==> src/rtl/h_bdy_sched.sv <==
// Round-robin scheduler sharing one h_bdy_eng command port between N_REQ requesters,
// with a registered issue slot, in-flight credit limit, completion routing and flush/drain.
module h_bdy_sched #(
  parameter int N_REQ   = 4,
  parameter int DAT_W   = 32,
  parameter int MAX_OUT = 8,
  localparam int ID_W   = $clog2(N_REQ),
  localparam int CNT_W  = $clog2(MAX_OUT + 1)
) (
  input  logic                   clk,
  input  logic                   srst,
  input  logic [N_REQ-1:0]       req_vld_i,
  input  logic [N_REQ*DAT_W-1:0] req_dat_i,
  output logic [N_REQ-1:0]       req_rdy_o,
  output logic                   eng_vld_o,
  output logic [DAT_W-1:0]       eng_dat_o,
  output logic [ID_W-1:0]        eng_id_o,
  input  logic                   eng_rdy_i,
  input  logic                   cpl_vld_i,
  input  logic [ID_W-1:0]        cpl_id_i,
  output logic [N_REQ-1:0]       cpl_vld_o,
  input  logic                   flush_i,
  output logic                   flush_done_o,
  output logic                   busy_o,
  output logic [CNT_W-1:0]       outstanding_o,
  output logic                   err_o
);

  // S_HOLD waits for flush_i to drop after the done pulse, so a held flush pulses only once.
  typedef enum logic [2:0] {S_IDLE, S_RUN, S_DRAIN, S_DONE, S_HOLD} state_e;

  state_e             state_q, state_d;
  logic [ID_W-1:0]    ptr_q, ptr_d;
  logic               eng_vld_q, eng_vld_d;
  logic [DAT_W-1:0]   eng_dat_q, eng_dat_d;
  logic [ID_W-1:0]    eng_id_q, eng_id_d;
  logic [CNT_W-1:0]   cnt_q, cnt_d;
  logic [N_REQ-1:0]   cpl_q, cpl_d;
  logic               err_q, err_d;

  logic               slot_free, issue, grant_en, grant, found, cpl_ok, empty_next;
  logic [ID_W-1:0]    win, idx;

  always_comb begin
    state_d   = state_q;
    ptr_d     = ptr_q;
    eng_vld_d = eng_vld_q;
    eng_dat_d = eng_dat_q;
    eng_id_d  = eng_id_q;
    cnt_d     = cnt_q;
    cpl_d     = '0;
    err_d     = err_q;
    req_rdy_o = '0;
    found     = 1'b0;
    win       = '0;
    idx       = '0;

    slot_free = ~eng_vld_q | eng_rdy_i;
    issue     = eng_vld_q & eng_rdy_i;
    grant_en  = ~srst & (state_q == S_RUN) & ~flush_i & slot_free &
                (({1'b0, cnt_q} + (CNT_W+1)'(eng_vld_q)) < (CNT_W+1)'(MAX_OUT));

    for (int unsigned k = 1; k <= N_REQ; k++) begin
      idx = ID_W'((32'(ptr_q) + k) % N_REQ);
      if (!found && req_vld_i[idx]) begin
        found = 1'b1;
        win   = idx;
      end
    end
    grant = grant_en & found;

    if (grant) begin
      req_rdy_o[win] = 1'b1;
      eng_vld_d      = 1'b1;
      eng_dat_d      = req_dat_i[win*DAT_W +: DAT_W];
      eng_id_d       = win;
      ptr_d          = win;
    end else if (eng_rdy_i) begin
      eng_vld_d = 1'b0;
    end

    cpl_ok = cpl_vld_i & (32'(cpl_id_i) < 32'(N_REQ)) & (cnt_q != '0);
    if (cpl_vld_i && !cpl_ok) err_d = 1'b1;
    if (cpl_ok) cpl_d[cpl_id_i] = 1'b1;

    case ({issue, cpl_ok})
      2'b10:   cnt_d = cnt_q + CNT_W'(1);
      2'b01:   cnt_d = cnt_q - CNT_W'(1);
      default: cnt_d = cnt_q;
    endcase

    empty_next = ~eng_vld_d & (cnt_d == '0);

    case (state_q)
      S_IDLE:  state_d = S_RUN;
      S_RUN:   if (flush_i) state_d = empty_next ? S_DONE : S_DRAIN;
      S_DRAIN: if (empty_next) state_d = S_DONE;
      S_DONE:  state_d = flush_i ? S_HOLD : S_RUN;
      S_HOLD:  if (!flush_i) state_d = S_RUN;
      default: state_d = S_IDLE;
    endcase
  end

  always_ff @(posedge clk) begin
    if (srst) begin
      state_q   <= S_IDLE;
      ptr_q     <= ID_W'(N_REQ - 1);
      eng_vld_q <= 1'b0;
      eng_dat_q <= '0;
      eng_id_q  <= '0;
      cnt_q     <= '0;
      cpl_q     <= '0;
      err_q     <= 1'b0;
    end else begin
      state_q   <= state_d;
      ptr_q     <= ptr_d;
      eng_vld_q <= eng_vld_d;
      eng_dat_q <= eng_dat_d;
      eng_id_q  <= eng_id_d;
      cnt_q     <= cnt_d;
      cpl_q     <= cpl_d;
      err_q     <= err_d;
    end
  end

  assign eng_vld_o     = eng_vld_q;
  assign eng_dat_o     = eng_dat_q;
  assign eng_id_o      = eng_id_q;
  assign cpl_vld_o     = cpl_q;
  assign flush_done_o  = (state_q == S_DONE);
  assign busy_o        = eng_vld_q | (cnt_q != '0);
  assign outstanding_o = cnt_q;
  assign err_o         = err_q;

endmodule

==> config.mk <==
export PLATFORM = sky130hd
export DESIGN_NAME = h_bdy_sched
export DESIGN_NICKNAME = d
export VERILOG_FILES = /design/src/rtl/h_bdy_sched.sv
export SDC_FILE = /design/constraint.sdc
export NUM_CORES = 1
export LEC_CHECK = 0
export BUFFER_PORTS_ARGS = -buffer_cell sky130_fd_sc_hd__buf_2
export CORE_MARGIN = 5
export CORE_UTILIZATION = 48
export CTS_CLUSTER_DIAMETER = 120
export DETAILED_ROUTE_END_ITERATION = 12
export GPL_TIMING_DRIVEN = 1
export HOLD_SLACK_MARGIN = 0.06
export PLACE_DENSITY_LB_ADDON = 0.12
export SYNTH_ARGS = -nofsm -noshare
export SYNTH_HDL_FRONTEND = slang
export SYNTH_SLANG_ARGS = --single-unit
==> constraint.sdc <==
create_clock -name clk -period 6.17 [get_ports clk]
set_clock_uncertainty 0.15 [all_clocks]
set_input_delay 1.234 -clock clk [delete_from_list [all_inputs] [get_ports clk]]
set_output_delay 1.234 -clock clk [all_outputs]
set_load 0.01 [all_outputs]
==> summary.txt, run 1 <==
Outcome
  – Outcome: completed

Floorplan
  – Die X: about 93 um
  – Core Region: 6760 um^2
  – FP Rows: 30
  – IO Pins: 189
  – Die area: 8660 um^2
  – Initial Util: ~49%
  – Die Y: 93.1 um

Clocking
  – CTS tree: yes
  – Setup bufs post-CTS: 0
  – Clk_lat worst skew: 0.30 ns
  – Max Root-Sink Buffers: 2
  – Total CTS buffers: 5
  – Post-CTS Hold Buffers: 0
  – CTS Sinks: 49
  – # H-tree levels: 2
  – Post-cts sizing count: 0
  – Reg clk slew, reported paths: around 0.080 ns
  – Clk root buf: clkbuf_8

Synth
  – Synth Net Count: 584
  – Number of flops mapped to enable cells by yosys: 0
  – Cells after Synth: approximately 440
  – Asr flop ratio synth: 0%
  – Post-Syn Area: 3310 um^2
  – Synth Flop Type: dfxtp_1
  – Ys Warns: 0
  – Register area share after synthesis: 29.6%
  – Synth cell types: 46
  – Mean Syn Cell Area: 7.50 um^2
  – #FFs+latches synth: 49

Final layout
  – Design area: 4290 um^2
  – Antenna cell count: 0
  – Final net count: approximately 740
  – Post-Route Utilization: 63.6%
  – Most frequent cells in the layout: 188 x buf_2, 65 x and3_1, 64 x a21boi_0
  – Share of cells above drive strength 1: 34.5%
  – Area growth, synth to finish: 29.6%
  – Most common cell after layout, fill and taps aside: buf_2
  – Non-Filler Instances: 677

STA
  – Worst Max-Slew Pin Slew: between 0.9 and 1 ns
  – Hold_ws: 0.316 ns
  – Slew headroom: 37.3%
  – RSZ-0062 raised after global routing: no
  – Final period utilization: 68.6%
  – Final Setup Violations: 0
  – Setup_tns: 0 ns
  – Final Hold Viols: 0
  – Final min period: 4.23 ns
  – Final worst slack: 1.94 ns
  – Slew Limit Fails: 0
  – Max Clk Rate: 236 MHz

GRT
  – GRT Overall Usage: around a quarter
  – Largest net degree at the start of global routing: 129
  – First-pass GRT wire length: 16500 um
  – Antenna violations before repair: 1
  – Number of global-route vias before repair: between 3000 and 4000
  – Overflow left after global routing: 0

Run
  – Max cap viols: 0

Drt
  – Drc violations: 0
  – Drt via density: 5.51
  – Final wirelength: around 11000 um
  – DR vias: 3731
  – WL/cell: between 15 and 20 um
  – 1st-pass router iterations: 4
  – Initial DRC count: between 100 and 150
  – Antenna-violating nets left: 0

Power and ir drop
  – Worst vdd ir: 0.0856 mV
  – Leakage: 2.16 nW
  – Pwr dens: 220 nW/um^2
  – Final Power: 0.945 mW

Placement
  – Detailed Place HPWL: ~7700 um
  – GP Congestion: 0.840
  – Worst slack, placed: 1.93 ns
  – Port Buf Inserts: 188
  – Dpl cell area: around 4200 um^2
  – Placed Instances: 670

Critical path
  – Worst r2r dst: state_q[0]$_SDFFE_PP0P_
  – CP Class: input pin to primary output
  – Largest fanout on the critical path: 50
  – Crit. End Element: primary output
  – R2r setup slk: approximately 3.3 ns
  – Worst Path Arrival: 2.85 ns
  – Critical Path RT: 4.79 ns
  – Startpoint Class: input pin
  – FF-to-FF Start: outstanding_o[2]$_SDFF_PP0_
  – Reg2reg path depth: 10

Hold path
  – Hold wc startpoint: eng_dat_o[31]$_SDFFE_PP0P_
  – Hold endpoint: eng_dat_o[31]$_SDFFE_PP0P_
  – Hold Path Class: flop to flop
  – Worst hold path depth: 2
-- layout make-up --
class | count | area, um^2
multi-input combinational | 345 | 2140
inverter | 3 | 11.3
clock buffer | 7 | 86.3
sequential | 49 | 981
tap | 80 | 100
fill | 642 | 2460
timing repair buffer | 193 | 978
-- power breakdown --
group	total [mW]	switching, mW	internal (mW)
clock	0.189	0.100	0.0891
combinational	0.373	0.214	0.160
sequential	0.383	0.0311	0.352
total	0.945	0.345	0.601
-- cell usage after synthesis, types with 2 or more instances --
library cell	count	share of area, %
a21boi_0	64	15
a21oi_1	8	1.2
a31oi_1	33	6.2
and3_1	65	12
and3b_1	2	0.53
buf_1	6	0.68
buf_2	6	0.91
buf_6	5	1.7
clkbuf_1	27	3.1
dfxtp_1	49	30
ha_1	3	1.1
inv_1	3	0.34
mux2i_1	2	0.60
nand2_1	41	4.6
nand2b_1	2	0.38
nor2_1	18	2.0
nor2b_1	5	0.94
nor3_1	4	0.60
nor3b_1	2	0.45
nor4_1	2	0.38
o21ai_0	4	0.60
o21ai_1	63	9.5
or2_1	2	0.38
xnor2_1	2	0.53
xor2_1	3	0.79
-- how the worst max path moves through the flow --
stage	from	endpoint	slack, ns
after global routing	srst	req_rdy_o[1]	1.81
final	srst	req_rdy_o[0]	1.94
after global placement	srst	req_rdy_o[1]	2.02
after CTS	srst	req_rdy_o[0]	1.92
after floorplan	srst	req_rdy_o[0]	2.36
after detailed placement	srst	req_rdy_o[0]	1.93
-- critical path, cell delays in order --
cell and delay (ns):
buf_2 0.39, nor3_1 0.36, nand4_2 0.25, or2_1 0.31, nor3_1 0.14, buf_2 0.16
-- state kept, by name (all words and copies together) (netlist names) --
name / flops
state_q: 3
cpl_vld_o: 4
eng_dat_o: 32
outstanding_o: 4
ptr_q: 2
err_o: 1
eng_vld_o: 1
eng_id_o: 2
-- layer usage --
| metal | vias to the layer above | wire [um] | GRT usage (%) |
|---|---|---|---|
| li1 | 1910 | - | - |
| met1 | 1664 | 4480 | 28.4 |
| met2 | 129 | 5050 | 40.2 |
| met3 | 26 | 714 | 6.19 |
| met4 | 2 | 294 | 9.28 |
| met5 | - | 14 | 0 |
-- cell families after synthesis --
logic type / share of synthesized area (%)
buffers and inverters: 6.91
adders and majority gates: 1.13
AOI/OAI and AO/OA: 35.0
DFF: 29.6
and+or+nand+nor: 25.1
muxes: 0.944
xor gates and xnor gates: 1.32
Note: power is estimated with default switching activity, not from simulation.
==> run 2, diff against run 1 <==
Settings changed: CORE_UTILIZATION 48 to 45.
Clock period 6.17 ns to 4.1 ns, I/O delays scaled along.
==> run 2 against run 1 <==
  * Via count up 1.1%
  * Cell area is 1.5% higher
  * Global-route usage fell by 1.3 points
  * Clock-buffer cell count shrank 1
  * Sequential share of layout area down 0.34 points
  * Highest routed layer is now met4
==> summary.txt, run 2 (synthesized netlist as in run 1, its figures left out) <==
Clocking
  – CTS tree: yes
  – CTS Sinks: 49 (unchanged)
  – Setup bufs post-CTS: 0 (unchanged)
  – Clk_lat worst skew: 0.30 ns (about the same)
  – Total CTS buffers: 5 (unchanged)
  – Clk root buf: clkbuf_8
  – Post-CTS Hold Buffers: 0 (unchanged)
  – # H-tree levels: 2 (unchanged)
  – Max Root-Sink Buffers: 2 (unchanged)
  – Reg clk slew, reported paths: 0.09 ns (about the same)
  – Post-cts sizing count: 0 (unchanged)

Final layout
  – Area growth, synth to finish: 31.6%
  – Seq. cell area: 981 um^2 (unchanged)
  – Share of cells above drive strength 1: 34.9% (+0.39 points)
  – Most frequent cells in the layout: 188 x buf_2, 65 x and3_1, 64 x a21boi_0
  – Antenna cell count: 0 (unchanged)
  – Max reg flops: 32 (unchanged)
  – Final net count: 740 (+0.14%)
  – Post-Route Utilization: 60.4% (-3.1 points)
  – Most common cell after layout, fill and taps aside: buf_2
  – Fillers: 701 (+9.2%)
  – Area occupied by multi-input gates: 2140 um^2 (unchanged)

GRT
  – Largest net degree at the start of global routing: 129 (unchanged)
  – Number of global-route vias before repair: 3413 (-3.6%)
  – First-pass GRT wire length: 16400 um (-0.88%)
  – GRT Overall Usage: 22.3% (-1.3 points)
  – Antenna violations before repair: 0 (-1)
  – Overflow left after global routing: 0 (unchanged)

Drt
  – 1st-pass router iterations: 4 (unchanged)
  – Met1 Wirelength: 4520 um (+0.85%)
  – Initial DRC count: 217 (+51%)
  – Drc violations: 0 (unchanged)
  – DR vias: 3772 (+1.1%)
  – WL/cell: 14.9 um (-4.5%)
  – Drt via density: 5.40 (-1.9%)
  – Met2 routed WL: 4820 um (-4.7%)
  – Top sig layer: met4
  – Final wirelength: 10400 um (-1.5%)
  – WL met3: 889 um (+25%)
  – Antenna-violating nets left: 0 (unchanged)

Critical path
  – Worst path max stage delay: 0.54 ns (+0.15 ns)
  – Worst Path Arrival: 2.09 ns (-0.76 ns)
  – WP buf/inv: 2 (unchanged)
  – CP max-delay cell: or4_1
  – Crit. End Element: primary output
  – Startpoint Class: input pin
  – CP delay by family, top: simple AND/OR/NAND/NOR gates
  – Critical Path RT: 3.13 ns (-1.66 ns)
  – Crit path cell chain: buf_2 -> or4_1 -> nand4_2 -> nor2_1 -> nand2_1 -> nor2_1 -> buf_2
  – Largest fanout on the critical path: 6 (-88%)
  – CP Class: input pin to primary output

Floorplan
  – Initial Util: 45.9% (-3.1 points)
  – Core Region: 7210 um^2 (+6.8%)
  – IO Pins: 189 (unchanged)
  – Die X: 95.8 um (+2.9%)
  – Die Y: 95.8 um (+2.9%)
  – FP Rows: 31 (+3.3%)
  – Die area: 9180 um^2 (+5.9%)

STA
  – RSZ-0062 raised after global routing: no
  – Worst Max-Slew Pin Slew: 0.952 ns (+0.0112 ns)
  – Slew Limit Fails: 0 (unchanged)
  – Setup_tns: 0 ns (unchanged)
  – Final min period: about 3 ns
  – Final Setup Violations: 0 (unchanged)
  – Final period utilization: 74.6%
  – Final Hold Viols: 0 (unchanged)
  – Hold_ws: 0.311 ns (-0.00429 ns)
  – Max Clk Rate: ~330 MHz
  – Slew headroom: 36.5% (-0.74 points)

Power and ir drop
  – Worst vdd ir: 0.194 mV (+130%)
  – Leakage: 2.17 nW (+0.83%)
  – Share of power burned in the clock network: 24.2% (+4.2 points)
  – Net Sw Frac: 35.3% (-1.2 points)
  – Sequential power share: 38.3% (-2.2 points)
  – Pwr dens: 343 nW/um^2 (+56%)
  – NetSw: 0.529 mW (+53%)
  – Power share of the combinational group: 37.5% (-2.0 points)
  – Internal power: 0.968 mW (+61%)
  – Final Power: 1.50 mW (+58%)

Outcome
  – Outcome: completed

Placement
  – GP Congestion: 0.819 (-2.5%)
  – Port Buf Inserts: 188 (unchanged)
  – Detailed Place HPWL: 7430 um (-2.9%)

Hold path
  – Hold Path Class: flop to flop

Run
  – Max cap viols: 0 (unchanged)
run 2: cell count changes in the layout (fill, tap and decap cells not counted):
cell / delta
buf_4: +1
clkinvlp_4: +1
bufinv_16: +1
clkbuf_1: -1
run 2: through the flow:
| step | instances | area [um^2] | setup slack [ns] |
|---|---|---|---|
| 2_1_floorplan | 442 | 3310 | 1.11 |
| 3_3_place_gp | 690 | 4240 | 1.10 |
| 3_5_place_dp | 690 | 4240 | 1.05 |
| 4_1_cts | 698 | 4360 | 1.05 |
| 5_1_grt | 698 | 4360 | 0.979 |
| 6_report | 698 | 4360 | 1.04 |
run 2: path summary, 6_finish.rpt:
check | cells after the start | slack [ns] | endpoint | from
max reg2reg | 10 | 1.29 | state_q[0]$_SDFFE_PP0P_ | outstanding_o[2]$_SDFF_PP0_
max | 7 | 1.04 | req_rdy_o[3] | req_vld_i[3]
min reg2reg | 2 | 0.31 | eng_id_o[0]$_SDFFE_PP0P_ | eng_id_o[0]$_SDFFE_PP0P_
min | 2 | 0.31 | eng_id_o[0]$_SDFFE_PP0P_ | eng_id_o[0]$_SDFFE_PP0P_
run 2: power by group through the flow:
stage               clock (mW)  combinational (mW)  sequential, mW
floorplan                    0               0.370           0.596
global placement             0               0.552           0.582
detailed placement           0               0.562           0.583
CTS                      0.375               0.563           0.573
global route             0.392               0.632           0.582
finish                   0.362               0.562           0.573
run 2: area by class of cell:
cell class / count / share of cell area [%]
inverters: 3 / 0.258
flip-flops and latches: 49 / 22.5
clock buffers: 6 / 1.89
repair buffers: 194 / 22.6
multi-input cells: 345 / 49.0
well taps: 99 / 2.84
clock inverters: 2 / 0.861
run 2: layer usage:
| layer | vias to the layer above | GRT usage (%) |
|---|---|---|
| li1 | 1921 | - |
| met1 | 1697 | 30.0 |
| met2 | 140 | 35.8 |
| met3 | 14 | 5.47 |
| met4 | 0 | 5.45 |
| met5 | - | 0 |
run 2: tightest hold or removal path, cell delays in order, from the launching register on:
cell	delay (ns)
dfxtp_1	0.32
inv_1	0.05
a211oi_1	0.05
